[src/rtl/uparc_writeback_pkg.sv]
// uparc writeback shared constants: widths, load types, error codes,
// FSM encodings and the latched load context.
package uparc_writeback_pkg;

  localparam int UPARC_REG_WIDTH   = 32;
  localparam int UPARC_REGNO_WIDTH = 5;

  localparam logic [2:0] LT_LW  = 3'b000;
  localparam logic [2:0] LT_LH  = 3'b001;
  localparam logic [2:0] LT_LHU = 3'b010;
  localparam logic [2:0] LT_LB  = 3'b011;
  localparam logic [2:0] LT_LBU = 3'b100;

  localparam logic [1:0] WB_ERR_NONE     = 2'b00;
  localparam logic [1:0] WB_ERR_BUS      = 2'b01;
  localparam logic [1:0] WB_ERR_TIMEOUT  = 2'b10;
  localparam logic [1:0] WB_ERR_MISALIGN = 2'b11;

  localparam logic [0:0] S_IDLE = 1'b0;
  localparam logic [0:0] S_WAIT = 1'b1;

  typedef struct packed {
    logic [UPARC_REGNO_WIDTH-1:0] rd;
    logic [2:0]                   ltype;
    logic [1:0]                   addr_lo;
  } load_ctx_t;

  function automatic logic misaligned(
    input logic [2:0] ltype,
    input logic [1:0] addr_lo
  );
    return ((ltype == LT_LW) && (addr_lo != 2'b00)) ||
           (((ltype == LT_LH) || (ltype == LT_LHU)) && addr_lo[0]);
  endfunction

endpackage

[src/rtl/uparc_load_align.sv]
// uparc load aligner: picks the byte/halfword out of the bus word
// (little-endian) and sign- or zero-extends it to register width.
module uparc_load_align
  import uparc_writeback_pkg::*;
(
  input  logic [2:0]                 ltype,
  input  logic [1:0]                 addr_lo,
  input  logic [UPARC_REG_WIDTH-1:0] rdata,
  output logic [UPARC_REG_WIDTH-1:0] data
);

  logic [7:0]  w_byte;
  logic [15:0] w_half;

  // Select the addressed lane, then extend according to the load type.
  always_comb begin
    w_byte = rdata[{addr_lo, 3'b000} +: 8];
    w_half = addr_lo[1] ? rdata[31:16] : rdata[15:0];
    unique case (1'b1)
      (ltype == LT_LH):  data = {{16{w_half[15]}}, w_half};
      (ltype == LT_LHU): data = {16'h0000, w_half};
      (ltype == LT_LB):  data = {{24{w_byte[7]}}, w_byte};
      (ltype == LT_LBU): data = {24'h000000, w_byte};
      default:           data = rdata;
    endcase
  end

endmodule

[src/rtl/uparc_writeback.sv]
// uparc writeback stage: retires results, waits for load data, drives the
// register-file write port. Optional macro: UPARC_WB_ALIGN_CHECK_EN.
module uparc_writeback
  import uparc_writeback_pkg::*;
#(
  parameter int LOAD_TIMEOUT = 255
) (
  input  logic                         clk,
  input  logic                         nrst,
  input  logic                         i_valid,
  input  logic [UPARC_REGNO_WIDTH-1:0] i_rd,
  input  logic [UPARC_REG_WIDTH-1:0]   i_result,
  input  logic                         i_load,
  input  logic [2:0]                   i_ltype,
  input  logic [1:0]                   i_addr_lo,
  output logic                         stall,
  input  logic                         dbus_ack,
  input  logic                         dbus_err,
  input  logic [UPARC_REG_WIDTH-1:0]   dbus_rdata,
  output logic [UPARC_REGNO_WIDTH-1:0] rd,
  output logic [UPARC_REG_WIDTH-1:0]   rd_data,
  output logic                         wb_err,
  output logic [1:0]                   wb_err_code
);

  localparam logic [7:0] CNT_LAST = 8'(LOAD_TIMEOUT - 1);

  logic [0:0]                   r_state;
  logic [7:0]                   r_cnt;
  load_ctx_t                    r_ctx;
  logic [UPARC_REGNO_WIDTH-1:0] r_rd;
  logic [UPARC_REG_WIDTH-1:0]   r_rd_data;
  logic                         r_err;
  logic [1:0]                   r_err_code;
  logic [UPARC_REG_WIDTH-1:0]   w_aligned;

  uparc_load_align u_align (
    .ltype   (r_ctx.ltype),
    .addr_lo (r_ctx.addr_lo),
    .rdata   (dbus_rdata),
    .data    (w_aligned)
  );

  // FSM, timeout counter and registered write port; rd and the error
  // pulse default to idle each cycle so a write lasts exactly one cycle.
  always_ff @(posedge clk or negedge nrst) begin
    if (!nrst) begin
      r_state    <= S_IDLE;
      r_cnt      <= '0;
      r_ctx      <= '0;
      r_rd       <= '0;
      r_rd_data  <= '0;
      r_err      <= 1'b0;
      r_err_code <= WB_ERR_NONE;
    end else begin
      r_rd       <= '0;
      r_err      <= 1'b0;
      r_err_code <= WB_ERR_NONE;
      unique case (r_state)
        S_IDLE: begin
          if (i_valid) begin
            if (!i_load) begin
              r_rd      <= i_rd;
              r_rd_data <= i_result;
            end
`ifdef UPARC_WB_ALIGN_CHECK_EN
            else if (misaligned(i_ltype, i_addr_lo)) begin
              r_err      <= 1'b1;
              r_err_code <= WB_ERR_MISALIGN;
            end
`endif
            else begin
              r_ctx   <= '{rd: i_rd, ltype: i_ltype, addr_lo: i_addr_lo};
              r_cnt   <= '0;
              r_state <= S_WAIT;
            end
          end
        end
        S_WAIT: begin
          if (dbus_ack) begin
            r_state <= S_IDLE;
            if (dbus_err) begin
              r_err      <= 1'b1;
              r_err_code <= WB_ERR_BUS;
            end else begin
              r_rd      <= r_ctx.rd;
              r_rd_data <= w_aligned;
            end
          end else if (r_cnt == CNT_LAST) begin
            r_state    <= S_IDLE;
            r_err      <= 1'b1;
            r_err_code <= WB_ERR_TIMEOUT;
          end else begin
            r_cnt <= r_cnt + 8'd1;
          end
        end
        default: r_state <= S_IDLE;
      endcase
    end
  end

  assign stall       = (r_state == S_WAIT);
  assign rd          = r_rd;
  assign rd_data     = r_rd_data;
  assign wb_err      = r_err;
  assign wb_err_code = r_err_code;

endmodule

[config.mk]
export PLATFORM = sky130hd
export DESIGN_NAME = uparc_writeback
export DESIGN_NICKNAME = d
export VERILOG_FILES = /design/src/rtl/uparc_writeback_pkg.sv /design/src/rtl/uparc_load_align.sv /design/src/rtl/uparc_writeback.sv
export SDC_FILE = /design/constraint.sdc
export NUM_CORES = 1
export LEC_CHECK = 0
export CORE_AREA = 5 5 92 94
export DETAILED_ROUTE_END_ITERATION = 6
export DIE_AREA = 0 0 97 99
export GPL_ROUTABILITY_DRIVEN = 0
export PLACE_DENSITY = 0.84
export RECOVER_POWER = 50
export SLEW_MARGIN = 20
export SYNTH_ARGS = -nofsm -noshare
export SYNTH_HDL_FRONTEND = slang
export SYNTH_SLANG_ARGS = --single-unit
[constraint.sdc]
create_clock -name clk -period 3.08 [get_ports clk]
set_input_delay 0.616 -clock clk [delete_from_list [all_inputs] [get_ports clk]]
set_output_delay 0.616 -clock clk [all_outputs]
set_load 0.005 [all_outputs]
==> flow_summary.toml <==
[power]
powerDensity_nw_per_um2 = 566
peakVddDrop_mv = 0.295
leakagePower_nw = 2.05

[floorplan]
die_x_um = 97
dieHeight_um = 99
start_util = 0.478
core_um2 = 7570
fp.dieArea_um2 = 9600
rows = 32
pin_count = 121

[setup_path]
crit_path_end_kind = "output port"
cp_max_fo = 43
start_kind = "flop"
crit_type = "flop to output port"
cp.required_ns = 2.46
crit_arrival_ns = 1.80

[detailed_routing]
wl_per_cell_um = 18.0
drtPass1Iterations = 6
route.detailed.drc = 0
vias = 3606
drt_iter0_markers = 278
viasPerCell = 5.88
detail_route.wirelength_um = 11000
ant_nets = 0

[clocking]
cts_buffers = 9
cts_sinks = 59
h-tree-depth = 3
postCtsSetupRepairBufs = 0
clock-root-buffer = "clkbuf_8"
clkTransAtPathRegs_ns = 0.07
cts_buffer_depth = 2
insertion_delay_ns = 0.33
cts_hold_buf = 0
cts_resized = 0
cts_tree = "yes"

[status]
outcome = "complete, no violations"

[sta]
finalSetupTns_ns = 0
whs_ns = 0.481
fin_crit_ns = 2.41
rsz0062_at_grt = "false"
hold_viol_final = 0
fin_crit_sh = 0.783
finalWorstSetupSlack_ns = 0.668
fmax_mhz = 415
slew-limit-headroom = 0.0273
slew_viol_final = 0
setup_viol = 0
skew_ns = 0.00899
max_slew.worst_pin.slew_ns = 1.46

[logic_synthesis]
ys_warn_count = 0
yosysMostFrequentCell = "nand2_1"
netlist-cell-type-count = 49
synth_edf_count = 0
synth_top_area_frac = 0.408
syn_inst = 401
post_synth.cell_area_avg_um2 = 9.02
synth_area_leaders = "dfrtp_1 (41%), nand2_1 (8.0%), o21ai_0 (5.0%), mux2_2 (4.7%), a211oi_2 (3.5%)"
syn-num-nets = 483
ys_seq_area_frac = 0.408
ys_async_sr_fraction = 1.00
synth_top_cell_by_area = "dfrtp_1"
synth-seq-cells = 59
synthTopCellsByCount = "nand2_1 (77), dfrtp_1 (59), o21ai_0 (36)"
synthesis.area_um2 = 3620
synth_ff_type = "dfrtp_1"

[global_route]
grt_use_met2 = 0.386
grt_pass1_wl_um = 18000
use_met1 = 0.284
grt_start_max_net_pins = 60
use_met3 = 0.0495
grt_pass1_vias = 3627
antenna_found_initial = 0
grtUsageTotal = 0.230
busiest_layer = "met2"
grt_overflow = 0

[finish]
nFillCells = 583
final_nets = 589
drive_gt1_frac = 0.115
diodes = 0
area_growth_pct = 38.9

[place]
post-place-ws_ns = 0.458
dp_hpwl_um = 7930
portBuffers = 120

[run]
cap_violations = 0

[min_path]
hold_class = "flop to flop"
-- power by group --
| group | internal (mW) | switching (mW) | leakage, nW | total (mW) |
|---|---|---|---|---|
| sequential | 0.938 | 0.158 | 0.728 | 1.10 |
| combinational | 0.561 | 0.478 | 1.22 | 1.04 |
| clock | 0.413 | 0.296 | 0.0995 | 0.709 |
| total | 1.91 | 0.932 | 2.05 | 2.84 |
-- cells by family (layout without fill, tap and decap cells) --
group                      after synthesis  count (layout)  synth area share
AOI/OAI and AO/OA                      112             112             0.223
and+or+nand+nor                        168             168             0.232
muxes                                   21              21            0.0719
DFF                                     59              59             0.408
buffers and inverters                   36             146            0.0481
adders and majority gates                2               2           0.00691
xor gates and xnor gates                 3               3           0.00934
-- cell usage in the layout (no fill, tap or decap), types with 3 or more instances in the layout --
| cell | synthesis | final |
|---|---|---|
| clkbuf_8 | 0 | 11 |
| a211oi_2 | 10 | 10 |
| nand2_1 | 77 | 77 |
| clkdlybuf4s50_1 | 0 | 108 |
| o21ai_0 | 36 | 36 |
| nor3_1 | 18 | 18 |
| nor2b_1 | 9 | 9 |
| nor2_1 | 19 | 18 |
| a31oi_1 | 8 | 8 |
| a211oi_1 | 6 | 6 |
| or3_1 | 8 | 8 |
| o211ai_1 | 11 | 11 |
| or4_1 | 4 | 4 |
| clkbuf_1 | 17 | 3 |
| mux2_4 | 3 | 3 |
| nand3_1 | 6 | 6 |
| inv_1 | 3 | 4 |
| o21ai_1 | 14 | 14 |
| buf_4 | 3 | 5 |
| a221oi_1 | 7 | 7 |
| or4b_1 | 8 | 8 |
| mux2_2 | 15 | 15 |
| and3_1 | 5 | 5 |
| dlygate4sd3_1 | 0 | 11 |
| dfrtp_1 | 59 | 59 |
| a22o_1 | 5 | 5 |
| a2bb2oi_1 | 8 | 8 |
| or2_2 | 3 | 3 |
-- worst max-delay path, stage by stage, from the launching register on --
cell and delay (ns):
dfrtp_1 0.46, buf_4 0.42, clkdlybuf4s50_1 0.58
-- per-layer routing --
metal / vias up / wire, um
li1: 1677 / -
met1: 1742 / 4540
met2: 154 / 5490
met3: 33 / 610
met4: 0 / 380
met5: - / 0
-- worst paths after layout --
kind	from	end	slack (ns)	cells after the start
worst max-delay path	stall	stall	0.67	2
worst min-delay path	rd_data[15]	rd_data[15]	0.48	2
worst max register to register	r_ctx[3]	rd_data[19]	0.75	4
worst min register to register	rd_data[15]	rd_data[15]	0.48	2
max in group asynchronous	nrst	rd_data[11]	1.49	2
min in group asynchronous	nrst	rd[1]	0.69	2
-- stage by stage --
stage / instance area, um^2 / utilization / total power [mW] / instances
6_report: 5030 / 0.664 / 2.84 / 613
5_1_grt: 5030 / 0.664 / 3.01 / 613
4_1_cts: 5030 / 0.665 / 2.86 / 613
3_5_place_dp: 4840 / 0.639 / 2.15 / 598
3_3_place_gp: 4840 / 0.639 / 2.11 / 598
2_1_floorplan: 3620 / - / 1.63 / 401
-- registers in the layout, indices dropped and copies added, names as in the netlist --
signal       flops
wb_err           1
wb_err_code      2
rd               5
rd_data         32
stall            1
r_ctx           10
r_cnt            8
-- cell type report --
class / instances / area (um^2) / share of cell area
clock buffer: 13 / 159 / 0.0316
clock inverter: 2 / 35.0 / 0.00697
inverter: 4 / 15.0 / 0.00299
multi-input combinational: 306 / 1970 / 0.392
sequential: 59 / 1480 / 0.294
tap: 102 / 128 / 0.0254
timing repair buffer: 127 / 1240 / 0.247
No activity file was read; power rests on OpenSTA's default activity.
